## config.mk

```make
export PLATFORM = sky130hd
export DESIGN_NAME = sensor_hub
export DESIGN_NICKNAME = d
export VERILOG_FILES = /design/src/rtl/sensor_hub.sv
export SDC_FILE = /design/constraint.sdc
export NUM_CORES = 1
export LEC_CHECK = 0
export BUFFER_PORTS_ARGS = -buffer_cell sky130_fd_sc_hd__buf_2
export CAP_MARGIN = 10
export CORE_MARGIN = 10
export CORE_UTILIZATION = 45
export CTS_CLUSTER_SIZE = 14
export DETAILED_ROUTE_END_ITERATION = 8
export PLACE_DENSITY = 0.67
export SLEW_MARGIN = 5
export SYNTH_ARGS = -nofsm -noshare
export SYNTH_HDL_FRONTEND = slang
export SYNTH_SLANG_ARGS = --single-unit
export TNS_END_PERCENT = 30
```

## constraint.sdc

```tcl
create_clock -name clock -period 5.8 [get_ports clock]
set_clock_uncertainty 0.15 [all_clocks]
set_input_delay 0.29 -clock clock [delete_from_list [all_inputs] [get_ports clock]]
set_output_delay 0.29 -clock clock [all_outputs]
set_load 0.1 [all_outputs]
```

## src/rtl/sensor_hub.sv

```systemverilog
// sensor_hub: multi-channel DHT11 request decoder with
// round-robin periodic temperature/humidity monitoring.
module sensor_hub #(
  parameter int NUM_CHANNELS   = 8,
  parameter int CH_W           = 3,
  parameter int MONITOR_PERIOD = 100000000,
  parameter int READ_TIMEOUT   = 5000000
) (
  input  logic                      clock,
  input  logic                      reset,
  input  logic                      request_valid,
  input  logic [7:0]                request,
  input  logic [7:0]                request_channel,
  output logic                      busy,
  output logic                      response_valid,
  output logic [7:0]                response,
  output logic [7:0]                response_code,
  output logic [7:0]                response_channel,
  output logic [NUM_CHANNELS-1:0]   sensor_enable,
  input  logic                      sensor_done,
  input  logic                      sensor_error,
  input  logic [39:0]               sensor_data,
  output logic [2*NUM_CHANNELS-1:0] monitor_active
);

  localparam int MW = 2 * NUM_CHANNELS;
  localparam int PW = $clog2(MW);
  localparam logic [7:0] NCH = 8'(NUM_CHANNELS);
  localparam logic [31:0] PER_LAST = 32'(MONITOR_PERIOD - 1);
  localparam logic [31:0] TMO_LAST = 32'(READ_TIMEOUT - 1);
  localparam logic [7:0] P_OK   = 8'hDF;
  localparam logic [7:0] P_ERR  = 8'hDE;
  localparam logic [7:0] P_CONF = 8'hCA;
  localparam logic [7:0] P_INV  = 8'hEA;
  localparam logic [7:0] P_UCMD = 8'hEC;
  localparam logic [7:0] P_UDEV = 8'hED;

  typedef enum logic [2:0] {
    IDLE,
    DECODE,
    READ,
    RESPOND,
    MON_READ
  } state_t;

  state_t         state;
  logic [7:0]     req_q;
  logic [7:0]     ch_q;
  logic [7:0]     pend_code;
  logic [7:0]     pend_payload;
  logic [31:0]    period_cnt;
  logic [31:0]    tmo_cnt;
  logic           tick_pending;
  logic [PW-1:0]  rr_ptr;
  logic [MW-1:0]  mon;

  logic [7:0]     sum;
  logic [7:0]     value;
  logic           read_ok;
  logic           read_done;
  logic           any_mon;
  logic           mon_wrap;
  logic [CH_W:0]  mbit;
  logic [PW-1:0]  pick;
  logic           found;
  int             idx;

  assign sum = sensor_data[39:32] + sensor_data[31:24]
             + sensor_data[23:16] + sensor_data[15:8];
  assign read_ok = sensor_done && !sensor_error
                && (sum == sensor_data[7:0]);
  assign read_done = sensor_done || (tmo_cnt == TMO_LAST);
  assign value = (req_q == 8'h02) ? sensor_data[39:32]
                                  : sensor_data[23:16];
  assign mbit = {ch_q[CH_W-1:0],
                 (req_q == 8'h04) || (req_q == 8'h06)};
  assign any_mon  = |mon;
  assign mon_wrap = any_mon && (period_cnt == PER_LAST);
  assign busy = (state != IDLE);
  assign monitor_active = mon;

  // first set monitor bit strictly after rr_ptr, wrapping
  always_comb begin
    pick  = rr_ptr;
    found = 1'b0;
    idx   = 0;
    for (int i = 1; i <= MW; i++) begin
      idx = (int'(rr_ptr) + i) % MW;
      if (!found && mon[PW'(idx)]) begin
        pick  = PW'(idx);
        found = 1'b1;
      end
    end
  end

  always_ff @(posedge clock) begin
    if (reset) begin
      state            <= IDLE;
      req_q            <= '0;
      ch_q             <= '0;
      pend_code        <= '0;
      pend_payload     <= '0;
      period_cnt       <= '0;
      tmo_cnt          <= '0;
      tick_pending     <= 1'b0;
      rr_ptr           <= '0;
      mon              <= '0;
      sensor_enable    <= '0;
      response_valid   <= 1'b0;
      response         <= '0;
      response_code    <= '0;
      response_channel <= '0;
    end else begin
      response_valid <= 1'b0;

      if (!any_mon) begin
        period_cnt   <= '0;
        tick_pending <= 1'b0;
      end else if (mon_wrap) begin
        period_cnt   <= '0;
        tick_pending <= 1'b1;
      end else begin
        period_cnt <= period_cnt + 32'd1;
      end

      unique case (state)
        IDLE: begin
          if (request_valid) begin
            req_q <= request;
            ch_q  <= request_channel;
            state <= DECODE;
          end else if (tick_pending && any_mon) begin
            tick_pending  <= mon_wrap;
            rr_ptr        <= pick;
            ch_q          <= 8'(pick >> 1);
            req_q         <= pick[0] ? 8'h02 : 8'h01;
            sensor_enable <= NUM_CHANNELS'(1) << (pick >> 1);
            tmo_cnt       <= '0;
            state         <= MON_READ;
          end
        end
        DECODE: begin
          state        <= RESPOND;
          pend_code    <= 8'hEC;
          pend_payload <= P_UCMD;
          if (ch_q >= NCH) begin
            pend_code    <= req_q;
            pend_payload <= P_UDEV;
          end else begin
            case (req_q)
              8'h00, 8'h01, 8'h02: begin
                sensor_enable <= NUM_CHANNELS'(1) << ch_q[CH_W-1:0];
                tmo_cnt       <= '0;
                state         <= READ;
              end
              8'h03, 8'h04: begin
                pend_code    <= 8'h10 + req_q;
                pend_payload <= mon[mbit] ? P_INV : P_CONF;
                mon[mbit]    <= 1'b1;
              end
              8'h05, 8'h06: begin
                pend_code    <= 8'h10 + req_q;
                pend_payload <= mon[mbit] ? P_CONF : P_INV;
                mon[mbit]    <= 1'b0;
              end
              default: ;
            endcase
          end
        end
        READ, MON_READ: begin
          if (read_done) begin
            sensor_enable <= '0;
            state         <= RESPOND;
            if (req_q == 8'h00) begin
              pend_code    <= 8'h10;
              pend_payload <= read_ok ? P_OK : P_ERR;
            end else if (read_ok) begin
              pend_code    <= 8'h10 + req_q;
              pend_payload <= value;
            end else begin
              pend_code    <= P_ERR;
              pend_payload <= req_q;
            end
          end else begin
            tmo_cnt <= tmo_cnt + 32'd1;
          end
        end
        RESPOND: begin
          response_valid   <= 1'b1;
          response         <= pend_payload;
          response_code    <= pend_code;
          response_channel <= ch_q;
          state            <= IDLE;
        end
        default: state <= IDLE;
      endcase
    end
  end

endmodule
```

==> flow_summary_export.csv, run 1 <==
group,metric,value,unit
run_status,status,"finished clean",
cells_and_area,finalInstanceArea,11500,um^2
setup_path,reg2reg_to,"sensor_enable[4]",
clock_network,cts-resized-gates,0,
route,drc,0,
setup_path,crit_slowest_cell,"dfxtp_1",
synthesis,synth_area_leader_cell,"dfxtp_1",
floorplanning,core_area,21900,um^2
global_route,grt_max_degree,48,
clock_network,cts-root-buf,"clkbuf_16",
route,met1_length,13.3,mm
place,io_buffers,110,
synthesis,synth_area_leaders,"dfxtp_1 (30%), mux4_2 (6.9%), nor2_1 (5.7%)",
timing,drv_slew,0,
route,route.met2.wl,13.7,mm
global_route,grt_pass1_wl,48.3,mm
synthesis,syn_avg_cell_area,8.47,um^2
clock_network,postCtsSetupBuffers,0,
place,dp_hpwl,22.0,mm
synthesis,ys_warn_count,0,
worst_hold_path,hold_path.class,"in2reg",
cells_and_area,fill_cells,2116,
cells_and_area,regArea,3060,um^2
synthesis,synthTopCellsByCount,"dfxtp_1 (153), nor2_1 (153), nand2_1 (129)",
global_route,grt_pass1_vias,9073,
timing,fmax,211,MHz
global_route,grt-ovfl-total,0,
setup_path,slowest_delay,980,ps
place,routabilityCongestion,0.937,
timing,fin_ws,1070,ps
setup_path,crit_path_end_kind,"flip-flop",
timing,fin_tns_setup,0,ps
floorplanning,dieArea,28700,um^2
route,vias_per_cell,5.87,
floorplanning,placementRows,54,
timing,period_share,0.816,
timing,rsz0062_at_grt,"false",
setup_path,cp_cell_sequence,"a21boi_0 -> or2_1 -> mux4_2 -> or4_4 -> or3_1 -> nor2_1 -> a211oi_1 -> a32oi_2 -> nor3b_1 -> a22o_1",
timing,hold_ws,35.9,ps
place,placed_area,10800,um^2
place,pre_cts_ws,1130,ps
global_route,grt_use_total,0.204,
setup_path,crit_buf_inv,0,
clock_network,h-tree-depth,4,
timing,worst_slew_margin_rel,0.312,
setup_path,crit_family,"simple AND/OR/NAND/NOR gates",
global_route,antenna_found_initial,1,
timing,hold_viol_final,0,
pwr,p_leak,4.51,nW
floorplanning,initial_utilization,0.459,
setup_path,critPathRequiredTime,6010,ps
clock_network,cts_buffers,17,
floorplanning,die_w,169,um
synthesis,synth_nets,1281,
route,wire_per_inst,18.8,um
synthesis,async_reset_ff_frac,0,
floorplanning,io_pins,111,
timing,report.final.setup_viol,0,
route,num_vias,9241,
route,drtPass1Iterations,5,
setup_path,worstPathMaxFanout,19,
synthesis,ys.flop_type,"dfxtp_1",
cells_and_area,multi_input_area,6580,um^2
synthesis,yosysTopAreaCellShare,0.305,
clock_network,cts_buffer_depth,2,
route,top_layer,"met4",
worst_hold_path,hp-start,"request_channel[2]",
route,met3RoutedLength,1.78,mm
flow_run,max-cap-violations,0,
cells_and_area,layout.nets,1374,
setup_path,path_class,"reg2reg",
synthesis,syn_inst,1187,
route,drt_iter0_drc,795,
clock_network,cts.clk_slew.worst_paths,70,ps
timing,fin_crit,4730,ps
worst_hold_path,hold_depth,3,
cells_and_area,area_growth,14.8,%
route,wirelength,29.6,mm
clock_network,hold_buffers,11,
cells_and_area,final_layout_size_suffix_gt1_frac,0.165,
synthesis,synth-edff-count,0,
pwr,irDropWorstVdd,0.000188,V
setup_path,worstPathArrival,4950,ps
setup_path,timing.rr.start,"rr_ptr[3]",
synthesis,ys_seq_area_frac,0.305,
route,drt.antenna.violating_nets,0,
clock_network,worstSkewPairLatency,420,ps
floorplanning,die_y,169,um
setup_path,cp-start-kind,"flip-flop",
synthesis,synth-seq-cells,153,
clock_network,tritoncts,"built",
synthesis,ys_types,83,
clock_network,cts_sinks,153,
setup_path,r2r_cells,10,
timing,worstMarginPinSlew,1030,ps
worst_hold_path,holdPathEnd,"ch_q[2]",
synthesis,syn_area,10100,um^2
pwr,powerDensity,334,nW/um^2
setup_path,r2r_slack,1070,ps
-- metal layers --
layer,vias up,track usage
li1,4469,-
met1,4423,0.272
met2,310,0.327
met3,39,0.0373
met4,0,0.0672
met5,-,0
-- cell families (layout without fill, tap and decap cells) --
family | after synthesis | in the layout | share of synthesized area
simple gates | 487 | 487 | 0.233
buf+inv | 106 | 212 | 0.0415
mux | 85 | 85 | 0.141
xor+xnor | 87 | 87 | 0.0758
other cells | 0 | 1 | 0
fa+ha+maj | 33 | 33 | 0.0515
compound gates | 236 | 236 | 0.153
flops | 153 | 153 | 0.305
-- worst reg2reg max path: stages (launching register included) --
cell and delay (ps):
dfxtp_1 980, a21boi_0 520, or2_1 300, mux4_2 640, or4_4 570, or3_1 430
nor2_1 180, a211oi_1 100, a32oi_2 310, nor3b_1 320, a22o_1 180
-- where the power goes --
part	total, mW	switching [mW]	leakage, nW	internal (mW)
sequential	1.29	0.139	1.24	1.15
clock	1.11	0.528	0.294	0.585
combinational	1.44	0.938	2.98	0.507
total	3.85	1.61	4.51	2.24
-- area by class of cell --
class,count,area share
Sequential cell,153,0.266
Multi-Input combinational cell,928,0.570
Inverter,45,0.0146
Timing Repair Buffer,135,0.0664
Clock buffer,17,0.0369
Clock inverter,15,0.0159
Tap cell,280,0.0304
Antenna cell,1,0.000217
-- layout by cell type, fill, tap and decap left out, drive strengths merged, types with 27 or more instances in the layout --
cell	synthesis	layout
xor2	45	45
nor2	153	153
nand3	47	47
inv	43	49
nor3	27	27
o21ai	43	43
buf	10	124
xnor2	42	42
a21oi	85	85
dfxtp	153	153
nand2	129	129
mux2i	35	35
mux4	41	41
-- how the worst max path moves through the flow --
stage / end / from / depth (start not counted)
4_1_cts: sensor_enable[4] / rr_ptr[1] / 13
2_1_floorplan: sensor_enable[3] / rr_ptr[1] / 15
3_5_place_dp: sensor_enable[7] / rr_ptr[1] / 13
5_1_grt: sensor_enable[7] / rr_ptr[1] / 12
6_report: sensor_enable[4] / rr_ptr[3] / 10
3_3_place_gp: sensor_enable[6] / rr_ptr[1] / 12
-- metrics by stage --
| stage | utilization | std cells | total power, mW |
|---|---|---|---|
| after floorplan | - | 1187 | 2.36 |
| after global placement | 0.494 | 1530 | 2.72 |
| after detailed placement | 0.494 | 1530 | 2.73 |
| after CTS | 0.527 | 1573 | 3.85 |
| after global routing | 0.527 | 1574 | 4.07 |
| final | 0.527 | 1574 | 3.85 |
Power figures use the tool's default switching activity.
==> run 2, diff against run 1 <==
--- a/config.mk
+++ b/config.mk
@@ -5,13 +5,14 @@
 export SDC_FILE = /design/constraint.sdc
 export NUM_CORES = 1
 export LEC_CHECK = 0
+export ABC_AREA = 1
 export BUFFER_PORTS_ARGS = -buffer_cell sky130_fd_sc_hd__buf_2
 export CAP_MARGIN = 10
 export CORE_MARGIN = 10
 export CORE_UTILIZATION = 45
 export CTS_CLUSTER_SIZE = 14
 export DETAILED_ROUTE_END_ITERATION = 8
-export PLACE_DENSITY = 0.67
+export PLACE_DENSITY = 0.7
 export SLEW_MARGIN = 5
 export SYNTH_ARGS = -nofsm -noshare
 export SYNTH_HDL_FRONTEND = slang
==> constraint.sdc (replaced) <==
create_clock -name clock -period 4.3 [get_ports clock]
set_clock_uncertainty 0.15 [all_clocks]
set_input_delay 0.215 -clock clock [delete_from_list [all_inputs] [get_ports clock]]
set_output_delay 0.215 -clock clock [all_outputs]
set_load 0.1 [all_outputs]
==> flow_summary_export.csv, run 2 <==
group,metric,value,unit
global_route,grt_pass1_wl,43.6,mm
route,drtPass1Iterations,6,
setup_path,slowest_delay,510,ps
global_route,grt_use_total,0.184,
synthesis,syn_avg_cell_area,6.60,um^2
route,drt.antenna.violating_nets,0,
synthesis,synth_nets,1541,
place,routabilityCongestion,0.901,
floorplanning,initial_utilization,0.456,
run_status,status,"finished clean",
pwr,powerDensity,340,nW/um^2
clock_network,h-tree-depth,4,
timing,hold_ws,50.4,ps
worst_hold_path,hold_depth,4,
cells_and_area,final_util,0.532,
synthesis,synth-seq-cells,153,
synthesis,ys_seq_area_frac,0.321,
global_route,grt_max_degree,56,
timing,rsz0062_at_grt,"false",
setup_path,r2r_cells,26,
floorplanning,placementRows,53,
route,vias_per_cell,5.26,
setup_path,crit_slowest_cell,"fa_1",
setup_path,path_class,"in2reg",
synthesis,async_reset_ff_frac,0,
timing,drv_slew,0,
setup_path,critPathRequiredTime,4400,ps
synthesis,syn_inst,1447,
clock_network,cts_buffer_depth,2,
floorplanning,dieArea,27500,um^2
timing,period_share,0.897,
clock_network,cts_buffers,17,
setup_path,cp_cell_sequence,"buf_2 -> inv_1 -> fa_1 -> fa_1 -> inv_1 -> ha_1 -> fa_1 -> xor2_1 -> a2111oi_0 -> nand4_1 -> nor3_1 -> nand3_1 -> inv_1 -> o21ai_0 -> o21ai_0 -> a21oi_1",
setup_path,crit_path_end_kind,"flip-flop",
flow_run,max-cap-violations,0,
timing,worstMarginPinSlew,1120,ps
setup_path,worstPathArrival,3960,ps
setup_path,worstPathMaxFanout,11,
pwr,irDropWorstVdd,0.000287,V
floorplanning,die_w,166,um
clock_network,cts_sinks,153,
clock_network,tritoncts,"built",
synthesis,yosysTopAreaCellShare,0.321,
route,num_vias,9736,
place,io_buffers,110,
cells_and_area,n_antenna_cell,0,
worst_hold_path,hold_path.class,"in2reg",
floorplanning,io_pins,111,
timing,fin_tns_setup,0,ps
cells_and_area,area_growth,16.8,%
timing,fmax,259,MHz
synthesis,synthTopCellsByCount,"nand2_1 (316), inv_1 (195), nor2_1 (170)",
synthesis,ys_warn_count,0,
global_route,antenna_found_initial,0,
synthesis,syn_area,9560,um^2
route,wirelength,26.6,mm
synthesis,ys_types,57,
synthesis,synth-edff-count,0,
cells_and_area,final_layout_size_suffix_gt1_frac,0.131,
route,wire_per_inst,14.4,um
floorplanning,core_area,21000,um^2
setup_path,cp-start-kind,"input port",
timing,hold_viol_final,0,
cells_and_area,fill_cells,2114,
cells_and_area,layout_common_cells,"nand2_1 (316), inv_1 (194), nor2_1 (169)",
cells_and_area,layout.nets,1659,
clock_network,cts.clk_slew.worst_paths,60,ps
synthesis,yosysMostFrequentCell,"nand2_1",
synthesis,synth_area_leader_cell,"dfxtp_1",
clock_network,cts-root-buf,"clkbuf_16",
clock_network,postCtsSetupBuffers,0,
timing,worst_slew_margin_rel,0.255,
global_route,grt-ovfl-total,0,
floorplanning,die_y,166,um
clock_network,worstSkewPairLatency,420,ps
cells_and_area,final_common_cell,"nand2_1",
timing,fin_crit,3860,ps
global_route,grt_pass1_vias,9232,
route,drt_iter0_drc,670,
pwr,p_leak,4.96,nW
place,dp_hpwl,20.0,mm
synthesis,ys.flop_type,"dfxtp_1",
route,drc,0,
synthesis,synth_area_leaders,"dfxtp_1 (32%), nand2_1 (12%), inv_1 (7.7%)",
timing,report.final.setup_viol,0,
[run 2: report_power, final]
part / switching [mW] / total, mW / internal [mW]
combinational: 0.469 / 0.699 / 0.230
sequential: 0.0465 / 1.52 / 1.47
clock: 0.595 / 1.58 / 0.983
[run 2: kinds of logic after synthesis]
| family | count (synthesis) | share of synthesized area |
|---|---|---|
| simple gates | 712 | 0.329 |
| compound gates | 269 | 0.164 |
| buf+inv | 250 | 0.101 |
| flops | 153 | 0.321 |
| fa+ha+maj | 33 | 0.0542 |
| xor+xnor | 30 | 0.0310 |
[run 2: metrics by stage]
step	cells	total power, mW	area, um^2	setup slack [ps]
2_1_floorplan	1447	2.05	9560	616
3_3_place_gp	1807	2.22	10400	304
3_5_place_dp	1807	2.23	10400	89.6
4_1_cts	1851	3.81	11200	412
5_1_grt	1851	3.97	11200	73.8
6_report	1851	3.79	11200	442
[run 2: layout make-up]
cell class	count	area [um^2]	share of cell area
inverters	207	781	0.0700
clock buffers	19	443	0.0397
flip-flops and latches	153	3060	0.275
well taps	275	344	0.0308
multi-input cells	1044	5530	0.496
clock inverters	11	173	0.0155
repair buffers	142	826	0.0740
[run 2: per-layer routing]
layer | track usage | vias up | routed length, um
met1 | 0.230 | 4415 | 12000
met4 | 0.0562 | 0 | 601
met5 | 0 | - | 0
li1 | - | 4992 | -
met2 | 0.305 | 275 | 12400
met3 | 0.0431 | 54 | 1620
[run 2: final timing paths]
check | end | slack, ps | start
worst max-delay path | pend_payload[2] | 440 | sensor_data[9]
worst min register to register | period_cnt[0] | 300 | period_cnt[0]
worst min-delay path | ch_q[1] | 50 | request_valid
worst max register to register | sensor_enable[7] | 480 | rr_ptr[1]
[run 2: repair_timing]
item,in CTS,in global routing
resized for setup,0,1
hold buffers,14,0
setup endpoints to repair,0,8
hold endpoints to repair,14,0
[run 2: critical path: cells and delay by family]
kind | cells | cell delay (ps)
simple gates | 3 | 580
compound gates | 4 | 780
fa+ha+maj | 4 | 1680
xor+xnor | 1 | 170
buf+inv | 4 | 520
==> run 3, diff against run 2 <==
--- a/config.mk
+++ b/config.mk
@@ -5,14 +5,14 @@
 export SDC_FILE = /design/constraint.sdc
 export NUM_CORES = 1
 export LEC_CHECK = 0
-export ABC_AREA = 1
+export ABC_AREA = 0
 export BUFFER_PORTS_ARGS = -buffer_cell sky130_fd_sc_hd__buf_2
 export CAP_MARGIN = 10
 export CORE_MARGIN = 10
 export CORE_UTILIZATION = 45
 export CTS_CLUSTER_SIZE = 14
 export DETAILED_ROUTE_END_ITERATION = 8
-export PLACE_DENSITY = 0.7
+export PLACE_DENSITY = 0.69
 export SLEW_MARGIN = 5
 export SYNTH_ARGS = -nofsm -noshare
 export SYNTH_HDL_FRONTEND = slang
==> flow_summary_export.csv, run 3 (synthesis gave the netlist of run 1 again) <==
group,metric,value,unit
setup_path,worstPathArrival,4370,ps
cells_and_area,final_common_cell,"nor2_1",
global_route,antenna_found_initial,1,
setup_path,crit_path_end_kind,"flip-flop",
cells_and_area,regArea,3070,um^2
route,drc,0,
timing,period_share,0.968,
timing,worst_slew_margin_rel,0.254,
run_status,status,"finished clean",
worst_hold_path,hp-start,"request_valid",
pwr,seqPwrFrac,0.325,
global_route,use_met1,0.272,
place,io_buffers,110,
global_route,grt_pass1_vias,9306,
timing,worstMarginPinSlew,1110,ps
route,num_vias,9606,
global_route,grt-ovfl-total,0,
pwr,powerDensity,440,nW/um^2
floorplanning,placementRows,54,
route,drt_iter0_drc,862,
setup_path,cp_cell_sequence,"inv_2 -> ha_4 -> mux4_2 -> mux4_2 -> or4_4 -> or3_4 -> a311oi_2 -> a311o_2 -> a32oi_2 -> or3b_4 -> o21ai_1",
clock_network,cts-root-buf,"clkbuf_16",
global_route,gr-usage-met3,0.0479,
global_route,grt_use_total,0.205,
setup_path,cp-start-kind,"flip-flop",
route,drt.antenna.violating_nets,0,
timing,fin_crit,4160,ps
timing,report.final.setup_viol,0,
setup_path,path_class,"reg2reg",
setup_path,crit_slowest_cell,"mux4_2",
place,dp_hpwl,22.4,mm
flow_run,max-cap-violations,0,
pwr,power,5.30,mW
clock_network,tritoncts,"built",
timing,rsz0062_at_grt,"true",
clock_network,h-tree-depth,4,
timing,hold_ws,50.6,ps
setup_path,reg2reg_to,"sensor_enable[3]",
place,routabilityCongestion,1.01,
global_route,met2_usage,0.321,
cells_and_area,final_layout_size_suffix_gt1_frac,0.207,
pwr,irDropWorstVdd,0.000312,V
floorplanning,io_pins,111,
setup_path,worstPathMaxFanout,11,
clock_network,cts_buffers,17,
setup_path,startpoint,"rr_ptr[0]",
clock_network,worstSkewPairLatency,430,ps
pwr,switchingPower,2.14,mW
clock_network,cts.clk_slew.worst_paths,60,ps
cells_and_area,multi_input_area,6640,um^2
worst_hold_path,hold_path.class,"in2reg",
clock_network,cts_sinks,153,
clock_network,postCtsSetupBuffers,0,
timing,drv_slew,0,
cells_and_area,layout_common_cells,"nor2_1 (153), dfxtp_1 (151), nand2_1 (129)",
global_route,grt_busiest_layer,"met2",
cells_and_area,final_util,0.550,
floorplanning,die_w,169,um
pwr,p_comb_frac,0.403,
cells_and_area,area_growth,19.8,%
global_route,grt_max_degree,87,
setup_path,timing.rr.start,"rr_ptr[0]",
cells_and_area,layout.nets,1430,
floorplanning,dieArea,28700,um^2
clock_network,cts_buffer_depth,2,
pwr,p_leak,4.81,nW
cells_and_area,finalNonFillerCells,1630,
timing,fin_tns_setup,0,ps
setup_path,endpoint,"sensor_enable[3]",
route,vias_per_cell,5.89,
floorplanning,core_area,21900,um^2
route,wire_per_inst,18.4,um
setup_path,r2r_cells,11,
timing,hold_viol_final,0,
setup_path,worst_path_most_repeated_cell,"mux4_2",
cells_and_area,fill_cells,2033,
global_route,grt_pass1_wl,48.7,mm
setup_path,critPathRequiredTime,4510,ps
floorplanning,die_y,169,um
place,placedCellCount,1579,
pwr,netSwitchingFraction,0.404,
setup_path,slowest_delay,600,ps
floorplanning,initial_utilization,0.459,
route,drtPass1Iterations,5,
route,wirelength,30.1,mm
pwr,p_int,3.16,mW
setup_path,r2r_slack,140,ps
pwr,pwr-share-clk,0.272,
timing,fmax,240,MHz
run 3: cell types whose count changed in the layout (fill, tap and decap cells not counted), sizes merged, moves of 22 or more:
cell	change
buf	+46
nor2	-23
xnor2	+27
and3	+22
inv	-156
xor2	+30
nand3	-79
mux4	+41
o21ai	-50
nand2	-196
mux2i	+35
run 3: through the flow:
stage	worst slack, ps	instance area [um^2]
final	136	12000
after global routing	-41.3	12000
after CTS	74.5	12000
after detailed placement	126	11300
after global placement	58.8	11300
after floorplan	-26.8	10100
run 3: layout make-up:
class	count	area share
multi-input cells	928	0.552
flip-flops and latches	153	0.255
repair buffers	191	0.102
clock buffers	20	0.0388
well taps	280	0.0291
inverters	45	0.0144
clock inverters	12	0.00873
diodes	1	0.000208
run 3: how the worst min path moves through the flow:
stage                       endpoint  slack [ps]  depth (start not counted)
global route                req_q[1]          70                          3
finish                      req_q[1]          50                          3
CTS                         req_q[0]           1                          3
global placement    sensor_enable[7]         290                          2
floorplan                    ch_q[6]         230                          2
detailed placement  sensor_enable[3]         290                          2
run 3: repair_timing:
item / 4_1_cts / 5_1_grt
setup endpoints to repair: 0 / 11
gates resized for setup: 0 / 12
hold buffers: 16 / 1
endpoints found under the hold margin: 16 / 1
run 3: metal layers:
metal  routed length [um]  vias up  part of all wire
met5                    0        -                 0
met4                  776        0             0.026
met3                 2360       54             0.078
met2                13700      421              0.46
met1                13200     4556              0.44
li1                     -     4575                 -
run 3: worst max-delay path: cells and delay by family, from the launching register on:
family / cells / cell delay, ps
buffers and inverters: 1 / 80
AND/OR/NAND/NOR: 3 / 1340
multiplexers: 2 / 1110
adder cells (fa/ha/maj): 1 / 310
flip-flops: 1 / 440
AO/OA/AOI/OAI: 4 / 660
run 3: power by group through the flow:
| stage | Sequential, mW | Combinational [mW] | Clock [mW] |
|---|---|---|---|
| detailed placement | 1.75 | 2.05 | 0 |
| CTS | 1.72 | 2.07 | 1.47 |
| finish | 1.72 | 2.13 | 1.44 |
| floorplan | 1.73 | 1.48 | 0 |
| global placement | 1.74 | 2.03 | 0 |
| global route | 1.74 | 2.34 | 1.53 |
